### src/rtl/ascii_line_writer_pkg.sv
// Shared constants and types for the ASCII line writer: byte codes, font range,
// writer FSM states and the byte classification used by the classifier.
package ascii_pkg;

    localparam logic [7:0] ASCII_BS    = 8'h08;
    localparam logic [7:0] ASCII_CR    = 8'h0D;
    localparam logic [7:0] ASCII_SP    = 8'h20;
    localparam logic [7:0] FONT_FIRST  = 8'd48;
    localparam logic [7:0] FONT_LAST   = 8'd90;
    localparam logic [7:0] LOWER_FIRST = 8'h61;
    localparam logic [7:0] LOWER_LAST  = 8'h7A;
    localparam logic [7:0] CASE_OFFSET = 8'h20;

    typedef enum logic {IDLE, CLEAR} lw_state_t;

    typedef enum {CLS_STORE, CLS_BS, CLS_CR, CLS_DROP} ascii_class_t;

endpackage

### src/rtl/ascii_line_writer_if.sv
// Valid/ready byte stream feeding the line writer.
interface ascii_line_writer_if;

    logic       in_valid;
    logic       in_ready;
    logic [7:0] in_data;

    modport master (output in_valid, output in_data, input in_ready);
    modport slave  (input in_valid, input in_data, output in_ready);

endinterface

### src/rtl/ascii_line_writer_classify.sv
// Combinational byte classifier: decides what an input byte does to the line and
// which renderer code it stores (lowercase folded to uppercase, space as blank).
module ascii_classify
    import ascii_pkg::*;
(
    input  logic [7:0]   in_data,
    output ascii_class_t cls,
    output logic [7:0]   code
);

    always_comb begin
        cls  = CLS_DROP;
        code = 8'd0;
        if (in_data >= FONT_FIRST && in_data <= FONT_LAST) begin
            cls  = CLS_STORE;
            code = in_data;
        end else if (in_data >= LOWER_FIRST && in_data <= LOWER_LAST) begin
            cls  = CLS_STORE;
            code = in_data - CASE_OFFSET;
        end else if (in_data == ASCII_SP) begin
            cls  = CLS_STORE;
            code = 8'd0;
        end else if (in_data == ASCII_BS) begin
            cls = CLS_BS;
        end else if (in_data == ASCII_CR) begin
            cls = CLS_CR;
        end
    end

endmodule

### src/rtl/ascii_line_writer.sv
// Writer side of the renderer's character line: takes bytes over valid/ready,
// edits the registered char array, and sweeps the line clear on CR.
module ascii_line_writer
    import ascii_pkg::*;
#(
    parameter int NUM_CHARS = 40,
    parameter bit WRAP_EN   = 1'b0
) (
    input  logic                clk,
    input  logic                rst,
    ascii_line_writer_if.slave  stream,
    output logic [7:0]          char [0:NUM_CHARS],
    output logic [5:0]          cursor,
    output logic                full,
    output logic                overflow,
    output logic                busy
);

    localparam logic [5:0] LINE_END = 6'(NUM_CHARS);
    localparam logic [5:0] LAST_IDX = 6'(NUM_CHARS - 1);

    lw_state_t    state;
    lw_state_t    state_next;
    logic [5:0]   sweep_idx;
    logic         accept;
    logic         sweep_done;
    ascii_class_t cls;
    logic [7:0]   code;

    ascii_classify u_classify (
        .in_data (stream.in_data),
        .cls     (cls),
        .code    (code)
    );

    assign stream.in_ready = (state == IDLE);
    assign accept          = stream.in_valid && stream.in_ready;
    assign full            = (cursor == LINE_END);
    assign busy            = (state == CLEAR);
    assign sweep_done      = (sweep_idx == LAST_IDX);

    always_ff @(posedge clk) begin
        if (rst) begin
            state <= IDLE;
        end else begin
            state <= state_next;
        end
    end

    always_comb begin
        state_next = state;
        case (state)
            IDLE:    if (accept && cls == CLS_CR) state_next = CLEAR;
            CLEAR:   if (sweep_done) state_next = IDLE;
            default: state_next = IDLE;
        endcase
    end

    // Entry NUM_CHARS is only ever written by reset, so the renderer always reads 0 there.
    always_ff @(posedge clk) begin
        if (rst) begin
            for (int i = 0; i <= NUM_CHARS; i++) begin
                char[i] <= 8'd0;
            end
            cursor    <= 6'd0;
            overflow  <= 1'b0;
            sweep_idx <= 6'd0;
        end else begin
            overflow <= 1'b0;
            if (state == CLEAR) begin
                char[sweep_idx] <= 8'd0;
                if (sweep_done) begin
                    sweep_idx <= 6'd0;
                    cursor    <= 6'd0;
                end else begin
                    sweep_idx <= sweep_idx + 6'd1;
                end
            end else if (accept) begin
                case (cls)
                    CLS_STORE: begin
                        if (!full) begin
                            char[cursor] <= code;
                            cursor       <= cursor + 6'd1;
                        end else if (WRAP_EN) begin
                            char[0] <= code;
                            cursor  <= 6'd1;
                        end else begin
                            overflow <= 1'b1;
                        end
                    end
                    CLS_BS: begin
                        if (cursor != 6'd0) begin
                            char[cursor - 6'd1] <= 8'd0;
                            cursor              <= cursor - 6'd1;
                        end
                    end
                    CLS_CR:  sweep_idx <= 6'd0;
                    default: ;
                endcase
            end
        end
    end

endmodule

### src/flat_wrapper.sv
// flat-port wrapper written by rule: the top's interface ports become plain ports
module ascii_line_writer_flat import ascii_pkg::*;
#(
    parameter int NUM_CHARS = 40,
    parameter bit WRAP_EN   = 1'b0
)
  (clk, rst, char, cursor, full, overflow, busy, stream_in_valid, stream_in_data, stream_in_ready);
  ascii_line_writer_if stream_i ();
  input  logic clk;
  input  logic rst;
  output logic [7:0] char[0:NUM_CHARS];
  output logic [5:0] cursor;
  output logic full;
  output logic overflow;
  output logic busy;
  input wire logic [$bits(stream_i.in_valid)-1:0] stream_in_valid;
  input wire logic [$bits(stream_i.in_data)-1:0] stream_in_data;
  output wire logic [$bits(stream_i.in_ready)-1:0] stream_in_ready;
  assign stream_i.in_valid = stream_in_valid;
  assign stream_i.in_data = stream_in_data;
  assign stream_in_ready = stream_i.in_ready;
  ascii_line_writer #(.NUM_CHARS(NUM_CHARS), .WRAP_EN(WRAP_EN)) u_core (.clk(clk), .rst(rst), .stream(stream_i), .char(char), .cursor(cursor), .full(full), .overflow(overflow), .busy(busy));
endmodule
### config.mk
export PLATFORM = sky130hd
export DESIGN_NAME = ascii_line_writer_flat
export DESIGN_NICKNAME = d
export VERILOG_FILES = /design/src/rtl/ascii_line_writer_pkg.sv /design/src/rtl/ascii_line_writer_if.sv /design/src/rtl/ascii_line_writer_classify.sv /design/src/rtl/ascii_line_writer.sv /design/src/flat_wrapper.sv
export SDC_FILE = /design/constraint.sdc
export NUM_CORES = 1
export LEC_CHECK = 0
export BUFFER_PORTS_ARGS = -buffer_cell sky130_fd_sc_hd__buf_2
export CORE_ASPECT_RATIO = 0.8
export CORE_UTILIZATION = 35
export CTS_BUF_LIST = sky130_fd_sc_hd__clkbuf_4 sky130_fd_sc_hd__clkbuf_8
export DETAILED_ROUTE_END_ITERATION = 10
export PLACE_DENSITY = 0.58
export SLEW_MARGIN = 20
export SYNTH_ARGS = -nofsm -noshare
export SYNTH_HDL_FRONTEND = slang
export SYNTH_SLANG_ARGS = --single-unit
### constraint.sdc
create_clock -name clk -period 4.06 [get_ports clk]
set_clock_uncertainty 0.2 [all_clocks]
set_input_delay 0.406 -clock clk [delete_from_list [all_inputs] [get_ports clk]]
set_output_delay 0.406 -clock clk [all_outputs]
set_load 0.02 [all_outputs]
; ---- Yosys cells after proc, flatten, opt, wreduce, memory -nomap -nowiden
; Cells that the tools add are included.
[op_classes]
add_sub_neg = 4
order_cmp = 10
n_eq_ne = 11
mux = 33
bitwise = 10
n_reduce_logical = 16
[ops]
columns = op, n
row1 = 328-bit two-way mux, 4
row2 = 328-bit AND, 2
row3 = 328-bit NOT, 2
row4 = 328-bit case mux with 2 select lines, 1
row5 = 328-bit bitwise mux, 1
row6 = 8-bit demux with 6-bit select, 3
row7 = 6-bit two-way mux, 9
row8 = 8-bit two-way mux, 5
row9 = 32-bit zero test, 1
row10 = "7-bit >= comparator, second input constant", 3
row11 = "7-bit by 1-bit less-than comparator with 1-bit output, second input constant", 3
row12 = 6-bit NOT with 7-bit output, 3
row13 = "8-bit by 4-bit equality test with 1-bit output, second input constant", 2
row14 = "8-bit by 7-bit <= comparator with 1-bit output, second input constant", 2
row15 = "6-bit by 1-bit adder with 6-bit output, second input constant", 2
row16 = "6-bit equality test, second input constant", 2
row17 = 6-bit case mux with 2 select lines, 1
row18 = "8-bit by 6-bit equality test with 1-bit output, second input constant", 1
row19 = "8-bit by 6-bit >= comparator with 1-bit output, second input constant", 1
row20 = "8-bit by 7-bit >= comparator with 1-bit output, second input constant", 1
row21 = 2-bit two-way mux, 4
row22 = "8-bit by 6-bit subtractor with 8-bit output, second input constant", 1
row23 = 1-bit logical AND, 7
row24 = 6-bit nonzero test, 1
row25 = other kinds (15), 22
[totals]
ff_bits = 342
inputBits = 11
out_inout_bits = 338
wordCells = 129

; ---- Logic depth before layout (Yosys ltp)
; Gate-level depths: netlist (run 1).
[depth]
ltp_word = 12
ltp_mapped = 12
ltp_nobuf = 9

; ---- Hierarchy
; Synthesis (run 1) repeated with hierarchy kept, for this count alone.
[hier_totals]
cells_unflattened = 1963
hier_area_um2 = 16047.9
[modules_own_cells]
columns = mod, n_inst, cells_each, area_each_um2, seq_area_each_um2
row1 = ascii_line_writer, 1, 1889, 15484.9, 6846.6
row2 = ascii_classify, 1, 74, 563.0, 0.0

; ---- Least setup slack after synthesis (run 1)
; No wires, ideal clock.
[synth_path]
kind = flip-flop to flip-flop
from = reg u_core.cursor[1]
to = reg u_core.char[104] (netlist name)
setup_ps = 128
arrival_ps = 2663
t_required_ps = 3732
slack_ps = 1069
stages_incl_launch_ff = 12
n_path_buf = 2
period_less_slack_ps = 2991
cell_sequence = dfxtp_1 -> clkbuf_1 -> inv_2 -> ha_1 -> clkbuf_1 -> or4b_2 -> mux2i_1 -> a31oi_1 -> o221ai_1 -> o211ai_1 -> nand2_1 -> o21ai_0
[synth_via]
elab_chain_len = 12
elab_cells_between_ends = 26
classes_between = 1 x add/sub / 4 x order compare / 3 x eq/ne / 10 x mux / 4 x bitwise / 4 x reduce/logical
[synth_lines]
columns = item, line
row1 = "start, declared", ascii_line_writer.sv:13  ; output logic [5:0] cursor,
row2 = "start signal, assigned", ascii_line_writer.sv:83  ; cursor <= cursor + 6'd1;
row3 = "start signal, assigned", ascii_line_writer.sv:94  ; cursor <= cursor - 6'd1;
row4 = 6-bit by 1-bit subtractor with 6-bit output, ascii_line_writer.sv:93  ; char[cursor - 6'd1] <= 8'd0;
row5 = 6-bit NOT with 7-bit output (not written as such), ascii_line_writer.sv:93
row6 = 7-bit >= comparator (not written as such) or 7-bit by 1-bit less-than comparator with 1-bit output (tied branches), ascii_line_writer.sv:93
row7 = 1-bit logical AND (not written as such), ascii_line_writer.sv:93
row8 = 8-bit two-way mux (not written as such), ascii_line_writer.sv:93
row9 = 8-bit demux with 6-bit select, ascii_line_writer.sv:93
row10 = 328-bit NOT (no line), n/a
row11 = 328-bit AND (no line), n/a
row12 = 328-bit two-way mux, ascii_line_writer.sv:92  ; if (cursor != 6'd0) begin
row13 = 328-bit case mux with 2 select lines, ascii_line_writer.sv:79  ; case (cls)
row14 = 328-bit two-way mux, ascii_line_writer.sv:78  ; end else if (accept) begin
row15 = 328-bit two-way mux, ascii_line_writer.sv:70  ; if (state == CLEAR) begin
row16 = "end signal, assigned by index", ascii_line_writer.sv:82  ; char[cursor] <= code;
row17 = "end, declared", ascii_line_writer.sv:12  ; output logic [7:0] char [0:NUM_CHARS],
; Several ways; a longest one is shown, not always the timed one. The select of a mux whose other input is x is not followed.
; A chain may end at the register's enable or synchronous reset.

; ---- Worst setup path in the final report (run 1)
[layout_path]
from = reg u_core.cursor[0]
to = reg u_core.char[120] (netlist name)
; Same word-level chain as after synthesis.

==> results.sh, run 1 <==
export IMPL_holdPathStages=5
export IMPL_pwr_share_seq_pct=47.9
export IMPL_drtIter0Drc=1070
export IMPL_grt_pass1_vias=11700
export IMPL_dr_pass1_iters=6
export IMPL_power_frac_comb_pct=5.9
export IMPL_synth_cell_types=68
export IMPL_critPathBufInv=1
export IMPL_io_buffers=348
export IMPL_diodes=0
export IMPL_h_tree_depth=2
export IMPL_critical_path_slowest_cell="dfxtp_1"
export IMPL_startpoint_type="flip-flop"
export IMPL_synthFlopType="dfxtp_1"
export IMPL_syn_nets=1459
export IMPL_ant_nets=0
export IMPL_worstMarginPinSlew_ns=1.10
export IMPL_rsz0062_at_grt="false"
export IMPL_instances_no_fill=2306
export IMPL_cts_tree="yes"
export IMPL_yosys_area_top_type="dfxtp_1"
export IMPL_die_w_um=217
export IMPL_finalHoldViolations=0
export IMPL_r2r_cells=9
export IMPL_maxSlewHeadroom_pct=26.5
export IMPL_irDropWorstVdd_uv=244
export IMPL_drc=0
export IMPL_async_flop_share_pct=0
export IMPL_dieArea_um2=37600
export IMPL_critical_path_max_stage_delay_ns=0.66
export IMPL_layout_cells_most_common="buf_2"
export IMPL_clkLatencyLatePin_ns=0.62
export IMPL_worstPathArrival_ns=3.79
export IMPL_globalplace_congestion=0.940
export IMPL_synth_top_area_share_pct=53.1
export IMPL_period_share_pct=87.0
export IMPL_drive_gt1_share_pct=28.6
export IMPL_path_class="flip-flop to flip-flop"
export IMPL_cts_setup_buffers=0
export IMPL_synthToLayoutAreaGrowth_pct=26.9
export IMPL_cp_required_ns=4.32
export IMPL_syn_avg_cell_area_um2=8.94
export IMPL_grt_usage_pct=24.8
export IMPL_drv_cap=0
export IMPL_final_cell_mix="buf_2, dfxtp_1, nand2_1, o21ai_1, a22o_1"
export IMPL_io_pins=349
export IMPL_vias=12500
export IMPL_grt_max_degree=47
export IMPL_clk_pin_slew_worst_paths_ns=0.06
export IMPL_clockBufferDepth=3
export IMPL_drv_slew=0
export IMPL_switching_share_pct=24.2
export IMPL_power_frac_clock_pct=46.3
export IMPL_viasPerCell=5.43
export IMPL_antenna_found_initial=0
export IMPL_yosys_warnings=0
export IMPL_leakagePower_nw=6.85
export IMPL_dp_hpwl_um=34000
export IMPL_clock_root_buffer="clkbuf_8"
export IMPL_postSynthCellCount=1441
export IMPL_fin_nets=1808
export IMPL_powerDensity_nw_per_um2=431
export IMPL_cts_sinks=342
export IMPL_synth_seq_cells=342
export IMPL_path_delay_family="compound AO/OA/AOI/OAI gates"
export IMPL_start_util_pct=35.7
export IMPL_synth_area_leaders="dfxtp_1, o21ai_1, nand2_1, a22o_1, o221ai_1"
export IMPL_path_depth=9
export IMPL_detail_route_wl_per_cell_um=20.9
export IMPL_internal_power_mw=5.34
export IMPL_period_minus_slack_ns=3.53
export IMPL_cp_end_kind="flip-flop"
export IMPL_finalSetupTns_ns=0
export IMPL_ys_seq_area_share_pct=53.1
export IMPL_cp_cell_sequence="inv_1, ha_1, or4b_2, mux2i_1, a31oi_1, o221ai_1, o211ai_1, nand2_1, o21ai_0"
export IMPL_drt_wl_total_um=48200
export IMPL_synth_edff_count=0
export IMPL_fp_dieH_um=174
export IMPL_gr_total_overflow=0
export IMPL_n_fill_cell=3555
export IMPL_status="complete, no violations"
export IMPL_p_switching_mw=1.70
export IMPL_setup_viol=0
export IMPL_grt_first_pass_wirelength_um=71900
export IMPL_max_freq_mhz=283
export IMPL_hp_class="input port to flip-flop"
export IMPL_place_inst=2209
export IMPL_crit_path_max_fanout=18
export IMPL_numCtsBuffers=54
export IMPL_core_area_um2=36100
export IMPL_synth_area_um2=12900
export IMPL_rows=62
## cell usage after synthesis, drive strengths merged, types with 3 or more instances
library cell  instances
or2                   3
ha                    7
o211ai               34
nand3                29
nor3                 13
nor3b                 3
a32o                  7
and3                  6
nand2               325
or3                   9
nand2b                5
nor2                 50
and2                  6
a21o                  5
a22o                 75
a211oi                4
dfxtp               342
a31oi                 7
buf                  48
nand3b                7
o22ai                 3
o221ai               35
clkbuf               40
o21ai               302
and4                  4
a21oi                15
a31o                  3
nor2b                 5
inv                  13
## state kept, by name, summed over array words and instances, names as in the netlist
name / flops
u_core.char: 328
u_core.cursor: 6
u_core.sweep_idx: 6
u_core.busy: 1
u_core.overflow: 1
## repair_timing
item,in CTS,in global routing
endpoints found under the setup margin,0,0
hold endpoints to repair,13,0
hold buffers,5,0
resized for setup,0,0
## worst min-delay path, delay by kind of cell
kind | cells | cell delay, ns
simple gates | 4 | 0.33
buf+inv | 1 | 0.11
## power by group through the flow
stage,Sequential [mW],Clock (mW),Combinational [mW]
2_1_floorplan,3.45,0,0.252
3_3_place_gp,3.44,0,0.401
3_5_place_dp,3.45,0,0.402
4_1_cts,3.37,3.31,0.406
5_1_grt,3.37,3.45,0.440
6_report,3.37,3.26,0.413
## layout make-up
class                   count  area, um^2  share of cell area (%)
flip-flops and latches    342        6850                    41.9
repair buffers            381        2040                    12.5
clock buffers              80        1040                    6.35
multi-input cells         998        5610                    34.3
well taps                 480         601                    3.67
inverters                  13        48.8                   0.298
clock inverters            12         173                    1.06
## layer usage
metal / GRT usage [%] / share of wire, % / wire length, um / up-vias
met5: 1.92 / 0.21 / 99 / -
met4: 7.19 / 2.1 / 999 / 2
met3: 6.75 / 8.5 / 4070 / 94
met2: 37.5 / 44 / 21000 / 537
met1: 34.3 / 46 / 21900 / 6033
li1: - / - / - / 5851
## cells by family (layout without fill, tap and decap cells)
family / count (synthesis) / after routing / synth area share [%]
AND/OR/NAND/NOR: 479 / 479 / 16.4
adder cells (fa/ha/maj): 7 / 7 / 0.680
AO/OA/AOI/OAI: 506 / 506 / 25.7
flip-flops: 342 / 342 / 53.1
buffers and inverters: 101 / 486 / 3.63
XOR/XNOR: 4 / 4 / 0.272
multiplexers: 2 / 2 / 0.155
## final timing paths
check                                 from                            end  slack (ns)
min reg2reg  u_core.char[131]$_SDFFE_PP0P_  u_core.char[131]$_SDFFE_PP0P_        0.24
max reg2reg  u_core.cursor[0]$_SDFFE_PP0P_  u_core.char[120]$_SDFFE_PP0P_        0.53
min                        stream_in_valid         u_core.busy$_SDFF_PP0_        0.07
max          u_core.cursor[0]$_SDFFE_PP0P_  u_core.char[120]$_SDFFE_PP0P_        0.53
## through the flow
step / setup slack [ns] / hold slack, ns / utilization, % / total power [mW] / area (um^2)
after floorplan: 1.07 / 0.323 / - / 3.70 / 12900
after global placement: 0.745 / 0.232 / 41.8 / 3.85 / 15100
after detailed placement: 0.632 / 0.238 / 41.8 / 3.85 / 15100
after CTS: 0.590 / 0.0249 / 45.3 / 7.09 / 16400
after global routing: 0.311 / 0.0600 / 45.3 / 7.26 / 16400
final: 0.527 / 0.0682 / 45.3 / 7.04 / 16400
No activity file was read; power rests on OpenSTA's default activity.
==> inputs of run 2 (changes only) <==
--- a/config.mk
+++ b/config.mk
@@ -7,10 +7,10 @@
 export LEC_CHECK = 0
 export BUFFER_PORTS_ARGS = -buffer_cell sky130_fd_sc_hd__buf_2
 export CORE_ASPECT_RATIO = 0.8
-export CORE_UTILIZATION = 35
+export CORE_UTILIZATION = 45
 export CTS_BUF_LIST = sky130_fd_sc_hd__clkbuf_4 sky130_fd_sc_hd__clkbuf_8
 export DETAILED_ROUTE_END_ITERATION = 10
-export PLACE_DENSITY = 0.58
+export PLACE_DENSITY = 0.71
 export SLEW_MARGIN = 20
 export SYNTH_ARGS = -nofsm -noshare
 export SYNTH_HDL_FRONTEND = slang
==> results.sh, run 2 (synthesis results as in run 1) <==
export IMPL_grt_pass1_vias=11600
export IMPL_numCtsBuffers=51
export IMPL_irDropWorstVdd_uv=354
export IMPL_dieArea_um2=29300
export IMPL_grt_use_met1_pct=40.8
export IMPL_largestRegisters="u_core.char: 328 flops, u_core.cursor: 6 flops, u_core.sweep_idx: 6 flops"
export IMPL_finalSetupTns_ns=0
export IMPL_max_freq_mhz=290
export IMPL_vias=12400
export IMPL_start_util_pct=45.7
export IMPL_place_area_um2=14900
export IMPL_core_area_um2=28200
export IMPL_grt_usage_pct=29.6
export IMPL_dr_pass1_iters=5
export IMPL_fp_dieH_um=153
export IMPL_hp_class="input port to flip-flop"
export IMPL_layout_cells_most_common="buf_2"
export IMPL_startpoint_type="flip-flop"
export IMPL_grt_first_pass_wirelength_um=67400
export IMPL_gr_total_overflow=0
export IMPL_worstMarginPinSlew_ns=1.13
export IMPL_fin_nets=1798
export IMPL_cp_end_kind="flip-flop"
export IMPL_n_fill_cell=2587
export IMPL_detail_route_wl_per_cell_um=20.3
export IMPL_drt_wl_total_um=44400
export IMPL_viasPerCell=5.65
export IMPL_drive_gt1_share_pct=28.2
export IMPL_diodes=0
export IMPL_final_cell_mix="buf_2, dfxtp_1, nand2_1, o21ai_1, a22o_1"
export IMPL_largest_reg_flops=328
export IMPL_clkLatencyLatePin_ns=0.60
export IMPL_powerDensity_nw_per_um2=423
export IMPL_grt_max_degree=43
export IMPL_maxSlewHeadroom_pct=24.3
export IMPL_clock_root_buffer="clkbuf_8"
export IMPL_die_w_um=191
export IMPL_synthToLayoutAreaGrowth_pct=24.4
export IMPL_final_area_um2=16000
export IMPL_finalHoldViolations=0
export IMPL_io_pins=349
export IMPL_dp_hpwl_um=30800
export IMPL_cts_setup_buffers=0
export IMPL_h_tree_depth=2
export IMPL_setup_viol=0
export IMPL_gr_usage_met2_pct=43.5
export IMPL_top_usage_layer="met2"
export IMPL_crit_path_max_fanout=18
export IMPL_largest_register="u_core.char"
export IMPL_period_minus_slack_ns=3.45
export IMPL_drv_cap=0
export IMPL_cts_sinks=342
export IMPL_globalplace_congestion=0.968
export IMPL_drc=0
export IMPL_io_buffers=348
export IMPL_rsz0062_at_grt="false"
export IMPL_drv_slew=0
export IMPL_worstPathArrival_ns=3.70
export IMPL_grtUsageMet3_pct=8.75
export IMPL_clockBufferDepth=3
export IMPL_rows=55
export IMPL_cts_tree="yes"
export IMPL_status="complete, no violations"
export IMPL_period_share_pct=84.9
export IMPL_ant_nets=0
export IMPL_leakagePower_nw=6.77
export IMPL_drtIter0Drc=1241
export IMPL_antenna_found_initial=0
export IMPL_clk_pin_slew_worst_paths_ns=0.07
export IMPL_path_class="flip-flop to flip-flop"
export IMPL_cp_required_ns=4.31
-- run 2: cell type report --
| cell class | instances | area (um^2) | share of cell area (%) |
|---|---|---|---|
| multi-input combinational | 998 | 5590 | 34.8 |
| tap | 370 | 463 | 2.89 |
| sequential | 342 | 6850 | 42.7 |
| inverter | 13 | 48.8 | 0.304 |
| timing repair buffer | 374 | 1970 | 12.3 |
| clock buffer | 83 | 1040 | 6.50 |
| clock inverter | 8 | 77.6 | 0.484 |
-- run 2: worst paths after layout --
path	slack, ns	cells past startpoint	from	to
worst max register to register	0.61	9	u_core.cursor[0]$_SDFFE_PP0P_	u_core.char[120]$_SDFFE_PP0P_
worst min-delay path	0.02	3	stream_in_data[2]	u_core.char[26]$_SDFFE_PP0P_
worst max-delay path	0.61	9	u_core.cursor[0]$_SDFFE_PP0P_	u_core.char[120]$_SDFFE_PP0P_
worst min register to register	0.24	2	u_core.char[84]$_SDFFE_PP0P_	u_core.char[84]$_SDFFE_PP0P_
-- run 2: power by group --
group	internal (mW)	leakage [nW]	total, mW	switching, mW
Clock	1.69	0.590	3.01	1.32
Sequential	3.36	2.75	3.37	0.00930
Combinational	0.0871	3.42	0.398	0.311
Total	5.14	6.77	6.78	1.64
-- run 2: what timing repair did --
| action | 4_1_cts | 5_1_grt |
|---|---|---|
| hold buffers | 3 | 0 |
| gates resized for setup | 0 | 0 |
| hold endpoints to repair | 6 | 0 |
-- run 2: stage by stage --
step | worst slack (ns) | cells | util, % | hold slack [ns] | total power [mW]
6_report | 0.613 | 2188 | 56.8 | 0.0248 | 6.78
5_1_grt | 0.319 | 2188 | 56.8 | 0.0312 | 7.00
4_1_cts | 0.705 | 2188 | 56.8 | 0.00211 | 6.81
3_5_place_dp | 0.710 | 2094 | 52.8 | 0.237 | 3.83
3_3_place_gp | 0.854 | 2094 | 52.8 | 0.231 | 3.82
2_1_floorplan | 1.07 | 1441 | - | 0.323 | 3.70
-- run 2: critical path: stages, from the launching register on --
cell      delay (ns)
dfxtp_1         0.70
inv_1           0.21
ha_1            0.39
or4b_2          0.65
mux2i_1         0.14
a31oi_1         0.17
o221ai_1        0.27
o211ai_1        0.33
nand2_1         0.16
o21ai_0         0.09
-- run 2: metal layers --
| layer | part of all wire (%) | up-vias |
|---|---|---|
| li1 | - | 5848 |
| met1 | 44 | 5844 |
| met2 | 43 | 583 |
| met3 | 10 | 98 |
| met4 | 2.6 | 0 |
| met5 | 0 | - |
==> inputs of run 3 (changes only) <==
--- a/config.mk
+++ b/config.mk
@@ -5,12 +5,13 @@
 export SDC_FILE = /design/constraint.sdc
 export NUM_CORES = 1
 export LEC_CHECK = 0
+export ABC_AREA = 1
 export BUFFER_PORTS_ARGS = -buffer_cell sky130_fd_sc_hd__buf_2
 export CORE_ASPECT_RATIO = 0.8
 export CORE_UTILIZATION = 45
 export CTS_BUF_LIST = sky130_fd_sc_hd__clkbuf_4 sky130_fd_sc_hd__clkbuf_8
 export DETAILED_ROUTE_END_ITERATION = 10
-export PLACE_DENSITY = 0.71
+export PLACE_DENSITY = 0.69
 export SLEW_MARGIN = 20
 export SYNTH_ARGS = -nofsm -noshare
 export SYNTH_HDL_FRONTEND = slang
==> constraint.sdc (replaced) <==
create_clock -name clk -period 2.95 [get_ports clk]
set_clock_uncertainty 0.2 [all_clocks]
set_input_delay 0.295 -clock clk [delete_from_list [all_inputs] [get_ports clk]]
set_output_delay 0.295 -clock clk [all_outputs]
set_load 0.02 [all_outputs]
==> results.sh, run 3 <==
export IMPL_antenna_found_initial=0
export IMPL_fin_nets=4893
export IMPL_drt_wl_total_um=90700
export IMPL_r2r_slack_ns=0.10
export IMPL_max_freq_mhz=351
export IMPL_grt_pass1_vias=23900
export IMPL_cp_required_ns=3.32
export IMPL_setup_viol=0
export IMPL_drc=0
export IMPL_final_util_pct=53.7
export IMPL_rows=75
export IMPL_synth_seq_cells=342
export IMPL_yosys_area_top_type="nand2_1"
export IMPL_synthFlopType="dfxtp_1"
export IMPL_period_share_pct=96.6
export IMPL_die_w_um=260
export IMPL_largestRegisters="u_core.char: 328 flops, u_core.cursor: 6 flops, u_core.sweep_idx: 6 flops"
export IMPL_io_pins=349
export IMPL_postSynthCellCount=4541
export IMPL_clkLatencyLatePin_ns=0.69
export IMPL_dp_hpwl_um=60800
export IMPL_drive_gt1_share_pct=13.0
export IMPL_period_minus_slack_ns=2.85
export IMPL_diodes=0
export IMPL_final_cell_mix="nand2_1, nor2_1, nand3_1, inv_1, buf_2"
export IMPL_maxSlewHeadroom_pct=31.2
export IMPL_powerDensity_nw_per_um2=397
export IMPL_worst_slack_ns=0.101
export IMPL_layout_cells_most_common="nand2_1"
export IMPL_grt_first_pass_wirelength_um=138000
export IMPL_viasPerCell=5.11
export IMPL_rsz0062_at_grt="true"
export IMPL_largest_reg_flops=328
export IMPL_dieArea_um2=54200
export IMPL_finalHoldViolations=0
export IMPL_fp_dieH_um=208
export IMPL_irDropWorstVdd_uv=330
export IMPL_globalplace_congestion=0.973
export IMPL_drtIter0Drc=3231
export IMPL_place_area_um2=26800
export IMPL_n_fill_cell=5630
export IMPL_total_power_mw=11.2
export IMPL_hp_class="input port to flip-flop"
export IMPL_synth_cells_most_frequent="nand2_1, nor2_1, nand3_1, inv_1, dfxtp_1"
export IMPL_grt_max_degree=106
export IMPL_cts_tree="yes"
export IMPL_detail_route_wl_per_cell_um=16.2
export IMPL_grt_usage_pct=32.1
export IMPL_path_class="flip-flop to flip-flop"
export IMPL_synth_top_area_share_pct=32.0
export IMPL_syn_avg_cell_area_um2=5.28
export IMPL_largest_register="u_core.char"
export IMPL_yosys_warnings=0
export IMPL_multi_input_area_um2=14700
export IMPL_synth_most_common_cell="nand2_1"
export IMPL_gr_total_overflow=0
export IMPL_clock_root_buffer="clkbuf_8"
export IMPL_syn_nets=4559
export IMPL_clk_pin_slew_worst_paths_ns=0.07
export IMPL_r2r_cells=14
export IMPL_vias=28600
export IMPL_worstPathArrival_ns=3.22
export IMPL_leakagePower_nw=16.9
export IMPL_status="complete, no violations"
export IMPL_worstMarginPinSlew_ns=1.03
export IMPL_core_area_um2=52600
export IMPL_synth_edff_count=0
export IMPL_synth_area_leaders="nand2_1, dfxtp_1, nor2_1, nand3_1, inv_1"
export IMPL_final_area_um2=28200
export IMPL_place_ws_ns=0.134
export IMPL_regArea_um2=6850
export IMPL_finalSetupTns_ns=0
export IMPL_holdPathStages=7
export IMPL_drv_cap=0
export IMPL_dr_pass1_iters=6
export IMPL_start_util_pct=45.6
export IMPL_synth_cell_types=33
export IMPL_ys_seq_area_share_pct=28.6
export IMPL_synth_area_um2=24000
export IMPL_clockBufferDepth=3
export IMPL_cts_sinks=342
export IMPL_h_tree_depth=2
export IMPL_crit_path_max_fanout=16
export IMPL_cp_end_kind="flip-flop"
export IMPL_ant_nets=0
export IMPL_io_buffers=348
export IMPL_async_flop_share_pct=0
export IMPL_synthToLayoutAreaGrowth_pct=17.8
export IMPL_startpoint_type="flip-flop"
export IMPL_drv_slew=0
export IMPL_numCtsBuffers=61
-- run 3: final timing paths --
| path | from | end |
|---|---|---|
| setup / recovery | u_core.cursor[5]$_SDFFE_PP0P_ | u_core.char[249]$_SDFFE_PP0P_ |
| setup reg to reg | u_core.cursor[5]$_SDFFE_PP0P_ | u_core.char[249]$_SDFFE_PP0P_ |
| hold / removal | stream_in_data[5] | u_core.overflow$_SDFF_PP0_ |
| hold reg to reg | u_core.sweep_idx[5]$_SDFFE_PP0P_ | u_core.sweep_idx[5]$_SDFFE_PP0P_ |
-- run 3: cell families after synthesis --
family                     share of synthesized area, %
and+or+nand+nor                                    55.9
adders and majority gates                         0.365
AOI/OAI and AO/OA                                  4.33
buffers and inverters                              10.5
DFF                                                28.6
xor gates and xnor gates                          0.329
-- run 3: where the power goes --
part	leakage (nW)	switching [mW]	total (mW)	internal (mW)
registers	2.76	0.0869	4.78	4.69
logic	13.5	1.26	1.69	0.420
clock network	0.666	2.15	4.73	2.57
-- run 3: what timing repair did --
action	CTS	global route
setup endpoints to repair	0	142
hold buffers	4	0
buffers inserted	0	14
resized for setup	0	3
hold endpoints to repair	67	0
-- run 3: cell type report --
| cell class | instances | share of cell area (%) |
|---|---|---|
| Clock buffer | 96 | 4.30 |
| Sequential cell | 342 | 24.2 |
| Tap cell | 693 | 3.07 |
| Inverter | 404 | 5.43 |
| Multi-Input combinational cell | 3575 | 52.0 |
| Timing Repair Buffer | 491 | 10.8 |
| Clock inverter | 6 | 0.115 |
-- run 3: through the flow --
stage	cells	hold WS, ns
floorplan	4541	0.164
global placement	5487	0.324
detailed placement	5487	0.330
CTS	5593	0.0760
global route	5607	0.180
finish	5607	0.135
-- run 3: routing by layer --
metal / track usage [%] / vias to the layer above / part of all wire (%)
li1: - / 14500 / -
met1: 46.3 / 12500 / 45
met2: 46.2 / 1400 / 41
met3: 7.43 / 181 / 11
met4: 11.2 / 0 / 3.2
met5: 0 / - / 0
-- run 3: worst max-delay path, stage by stage (launching register included) --
cell	delay [ns]
dfxtp_1	0.50
inv_1	0.13
nand2_1	0.15
inv_1	0.20
nand2_1	0.16
nand2_1	0.10
inv_2	0.06
buf_4	0.22
nand4_1	0.40
nand3_1	0.19
o21ai_0	0.10
nand2_1	0.09
nand2_1	0.06
nor2_1	0.11
nor2_1	0.06
